===== src/rtl/led_sweep_anim.sv =====
// LED sweep animator: sweeps a BAR_W-wide lit bar across N_LEDS outputs for N_PASSES passes.
// Optional bounce mode (direction toggles every pass) is enabled by defining LED_ANIM_BOUNCE_EN.
module led_sweep_anim #(
    parameter int unsigned N_LEDS      = 8,
    parameter int unsigned BAR_W       = 2,
    parameter int unsigned STEP_CYCLES = 2_500_000,
    parameter int unsigned N_PASSES    = 5
) (
    input  logic              clk,
    input  logic              rst,
    input  logic              trig,
    input  logic              dir,
    input  logic              bounce,
    output logic [N_LEDS-1:0] leds,
    output logic              busy,
    output logic              done
);

    localparam int unsigned F  = N_LEDS + BAR_W - 1;
    localparam int unsigned SW = (STEP_CYCLES > 1) ? $clog2(STEP_CYCLES) : 1;
    localparam int unsigned FW = (F > 1) ? $clog2(F) : 1;
    localparam int unsigned PW = (N_PASSES > 1) ? $clog2(N_PASSES) : 1;

    localparam logic [SW-1:0] STEP_LAST  = SW'(STEP_CYCLES - 1);
    localparam logic [FW-1:0] FRAME_LAST = FW'(F - 1);
    localparam logic [PW-1:0] PASS_LAST  = PW'(N_PASSES - 1);

    typedef enum logic {
        IDLE,
        RUN
    } state_t;

    state_t            state_q;
    logic [SW-1:0]     step_q;
    logic [FW-1:0]     frame_q;
    logic [PW-1:0]     pass_q;
    logic              dir_q;
    logic [N_LEDS-1:0] leds_q;
    logic              busy_q;
    logic              done_q;
    logic              dir_d;

    // Bar occupies bits k-BAR_W+1..k for a left sweep; right sweep is the mirror image.
    function automatic logic [N_LEDS-1:0] frame_pattern(input int unsigned k, input logic to_right);
        logic [N_LEDS-1:0] pat;
        pat = '0;
        for (int unsigned i = 0; i < N_LEDS; i++) begin
            if ((i <= k) && (i + BAR_W > k)) begin
                if (to_right) pat[N_LEDS-1-i] = 1'b1;
                else          pat[i]          = 1'b1;
            end
        end
        return pat;
    endfunction

`ifdef LED_ANIM_BOUNCE_EN
    logic bounce_q;

    always_comb begin
        dir_d = bounce_q ? ~dir_q : dir_q;
    end
`else
    logic unused_bounce;
    assign unused_bounce = bounce;

    always_comb begin
        dir_d = dir_q;
    end
`endif

    always_ff @(posedge clk) begin
        if (rst) begin
            state_q <= IDLE;
            step_q  <= '0;
            frame_q <= '0;
            pass_q  <= '0;
            dir_q   <= 1'b0;
            leds_q  <= '0;
            busy_q  <= 1'b0;
            done_q  <= 1'b0;
`ifdef LED_ANIM_BOUNCE_EN
            bounce_q <= 1'b0;
`endif
        end else begin
            done_q <= 1'b0;
            if (trig) begin
                // Restart takes priority over any frame advance or completion this cycle.
                state_q <= RUN;
                step_q  <= '0;
                frame_q <= '0;
                pass_q  <= '0;
                dir_q   <= dir;
                leds_q  <= frame_pattern(0, dir);
                busy_q  <= 1'b1;
`ifdef LED_ANIM_BOUNCE_EN
                bounce_q <= bounce;
`endif
            end else if (state_q == RUN) begin
                if (step_q == STEP_LAST) begin
                    step_q <= '0;
                    if (frame_q == FRAME_LAST) begin
                        frame_q <= '0;
                        if (pass_q == PASS_LAST) begin
                            state_q <= IDLE;
                            leds_q  <= '0;
                            busy_q  <= 1'b0;
                            done_q  <= 1'b1;
                        end else begin
                            pass_q <= pass_q + 1'b1;
                            dir_q  <= dir_d;
                            leds_q <= frame_pattern(0, dir_d);
                        end
                    end else begin
                        frame_q <= frame_q + 1'b1;
                        leds_q  <= frame_pattern(32'(frame_q) + 32'd1, dir_q);
                    end
                end else begin
                    step_q <= step_q + 1'b1;
                end
            end
        end
    end

    assign leds = leds_q;
    assign busy = busy_q;
    assign done = done_q;

endmodule

===== config.mk =====
export PLATFORM = sky130hd
export DESIGN_NAME = led_sweep_anim
export DESIGN_NICKNAME = d
export VERILOG_FILES = /design/src/rtl/led_sweep_anim.sv
export SDC_FILE = /design/constraint.sdc
export NUM_CORES = 1
export LEC_CHECK = 0
export ABC_AREA = 1
export BUFFER_PORTS_ARGS = -buffer_cell sky130_fd_sc_hd__buf_2
export CORE_MARGIN = 8
export CORE_UTILIZATION = 54
export DETAILED_ROUTE_END_ITERATION = 10
export PLACE_DENSITY = 0.73
export SYNTH_ARGS = -nofsm -noshare
export SYNTH_HDL_FRONTEND = slang
export SYNTH_SLANG_ARGS = --single-unit

===== constraint.sdc =====
create_clock -name clk -period 1.83 [get_ports clk]
set_input_delay 0.2745 -clock clk [delete_from_list [all_inputs] [get_ports clk]]
set_output_delay 0.2745 -clock clk [all_outputs]
set_load 0.01 [all_outputs]

==> flow_summary.ini <==
[outcome]
outcome = finished, final reports clean

[logic_synthesis]
synth_warnings = 0
synth_async_sr_flop_share_pct = 0
synth_nets = 372
synthDistinctLibCells = 35
syn_inst = 359
synthesis.area_mm2 = 0.00240
synthFlopType = dfxtp_1
syn_area_per_cell_um2 = 6.68
synth_seq_cells = 41
synth-edff-count = 0
synth-seq-area-share_pct = 34.2

[critical_path]
required_ps = 2070
worstSetupPathType = flip-flop to flip-flop
worst_setup_path_start_kind = flip-flop
cp_max_fo = 4
reg2reg_from = step_q[1]$_SDFFE_PP0P_
cp_data_arrival_time_ps = 1910
crit_path_end_kind = flip-flop
cp-startpoint = step_q[1]$_SDFFE_PP0P_

[clock_network]
htreeDepth = 2
cts_made_buffers = 5
cts-root-buf = clkbuf_8
clock_latency_ps = 300
cts.sinks = 41
postCtsSetupRepairBufs = 0
clk_pin_slew_ps = 80
cts_hold_buf = 0
clock_path_buffers = 2
ctsResizeCount = 0
cts_tree = done

[detailed_routing]
drtAntennaViolNets = 0
wirelength_um = 5700
wl_per_cell_um = 12.8
drt_pass1_iterations = 4
drc_errors = 0
initialDrtViolationCount = 126
viasPerCell = 5.26
vias = 2336

[floorplanning]
std_cell_rows = 24
io_pins = 15
die_h_um = 82.6
core_area_mm2 = 0.00432
initial_core_util_pct = 55.4
die_x_um = 82.6
die_area_mm2 = 0.00683

[placement]
place_congestion = 0.830
dpl_worst_slack_ps = 39.0
postPlaceCellArea_mm2 = 0.00262
dp.final_hpwl_um = 4190
place_inst = 436
port_buffers = 13

[sta]
fmax_mhz = 600
max_slew_margin_pct = 70.3
clock_skew_ps = 9.02
fin_ws_ps = 164
slew_viol_final = 0
worstMarginPinSlew_ps = 445
fin_crit_ps = 1670
finalHoldViolCount = 0
setup_tns_ps = 0
setup_violations = 0
min_period_over_period_pct = 91.0

[global_routing]
antenna_found_initial = 0
grt_pass1_vias = 2202
grt_pass1_wl_um = 9780
gr-total-overflow = 0
grt_usage_pct = 18.2
grt_max_degree = 14

[job]
drv_cap = 0

[power_and_ir_drop]
ir_drop_uv = 427
p_leak_uw = 0.00118
p_per_area_mw_per_mm2 = 657

[cells_and_area]
layout.nets = 404
syn2layout_area_growth_pct = 18.4
layoutNonFillerInstCount = 444
num_antenna_cells = 0
fin_util_pct = 65.7
fin_area_mm2 = 0.00284
drive_above_1_share_pct = 19.4

[hold_path]
hp-class = input port to flip-flop
holdCritStartpoint = rst
[critical path, stage by stage, from the launching register on]
cell     delay [ps]
dfxtp_2         360
ha_4            140
nand2_2          80
nor2_4          110
buf_4           130
nand2_2          60
nor2_2           90
nand2_2          90
nor2_4          190
nand3_4         120
o21ai_2         130
inv_1            60
nor2_2           60
[power breakdown]
part / internal [µW] / leakage (µW) / total [µW] / switching [µW]
clock network: 542 / 0.0000681 / 867 / 325
logic: 30.9 / 0.000781 / 90.0 / 59.0
registers: 901 / 0.000334 / 907 / 6.31
total: 1470 / 0.00118 / 1860 / 391
[logic make-up (layout without fill, tap and decap cells)]
kind of cell,count (synthesis),count (layout),synth area share [%]
AO/OA/AOI/OAI,38,38,8.93
XOR/XNOR,7,7,2.56
adder cells (fa/ha/maj),8,8,4.18
buffers and inverters,56,89,9.39
flip-flops,41,41,34.2
AND/OR/NAND/NOR,209,209,40.7
[layout by cell type (no fill, tap or decap), types with 6 or more instances in the layout]
| master | Yosys | layout |
|---|---|---|
| inv_2 | 6 | 6 |
| nand2_1 | 84 | 81 |
| nand4_1 | 17 | 17 |
| nand2_2 | 4 | 7 |
| buf_4 | 1 | 17 |
| inv_1 | 43 | 43 |
| a21oi_1 | 23 | 23 |
| dfxtp_1 | 41 | 37 |
| nand3_1 | 29 | 28 |
| nor3_1 | 18 | 17 |
| ha_1 | 8 | 6 |
| xor2_1 | 6 | 6 |
| nor2_1 | 41 | 40 |
| buf_2 | 0 | 13 |
[synth_stat cells, types with 3 or more instances]
library cell | n | area (µm²)
nor2_2 | 5 | 31.3
xor2_1 | 6 | 52.6
nand2_2 | 4 | 25.0
inv_1 | 43 | 161
o22ai_1 | 3 | 18.8
ha_1 | 8 | 100
o21ai_0 | 3 | 15.0
dfxtp_1 | 41 | 821
nand2_1 | 84 | 315
a21oi_1 | 23 | 115
nor3_1 | 18 | 90.1
nand4_1 | 17 | 106
nand3_1 | 29 | 145
inv_2 | 6 | 22.5
nor2_1 | 41 | 154
[path summary, 6_finish.rpt]
path,to,slack [ps],depth (start not counted)
setup / recovery,step_q[16]$_SDFFE_PP0P_,160,12
hold / removal,leds[0]$_SDFFE_PP0P_,240,2
setup reg to reg,step_q[16]$_SDFFE_PP0P_,160,12
hold reg to reg,leds[2]$_SDFFE_PP0P_,450,2
[state kept, by name, indices dropped and copies added (netlist names)]
register and flops:
leds 8, pass_q 3, step_q 22, dir_d 1
frame_q 4, done 1, busy 1, state_q 1
[area by class of cell]
cell class	count	area [µm²]
fill	408	1490
sequential	41	826
multi-input combinational	262	1430
tap	52	65.1
clock inverter	3	65.1
clock buffer	5	68.8
inverter	51	191
timing repair buffer	30	193
[per-layer routing]
layer | vias to the layer above | global-route usage, % | routed length (µm)
li1 | 1237 | - | -
met1 | 1051 | 22.7 | 2700
met2 | 39 | 30.1 | 2670
met3 | 9 | 4.00 | 235
met4 | 0 | 6.55 | 94
met5 | - | 0 | 0
[per-stage QoR]
| step | hold WS (ps) | total power [µW] |
|---|---|---|
| 6_report | 238 | 1860 |
| 4_1_cts | 232 | 1870 |
| 2_1_floorplan | 344 | 985 |
| 5_1_grt | 246 | 1920 |
| 3_3_place_gp | 433 | 1010 |
| 3_5_place_dp | 434 | 1010 |
(Power assumes the default switching activity.)
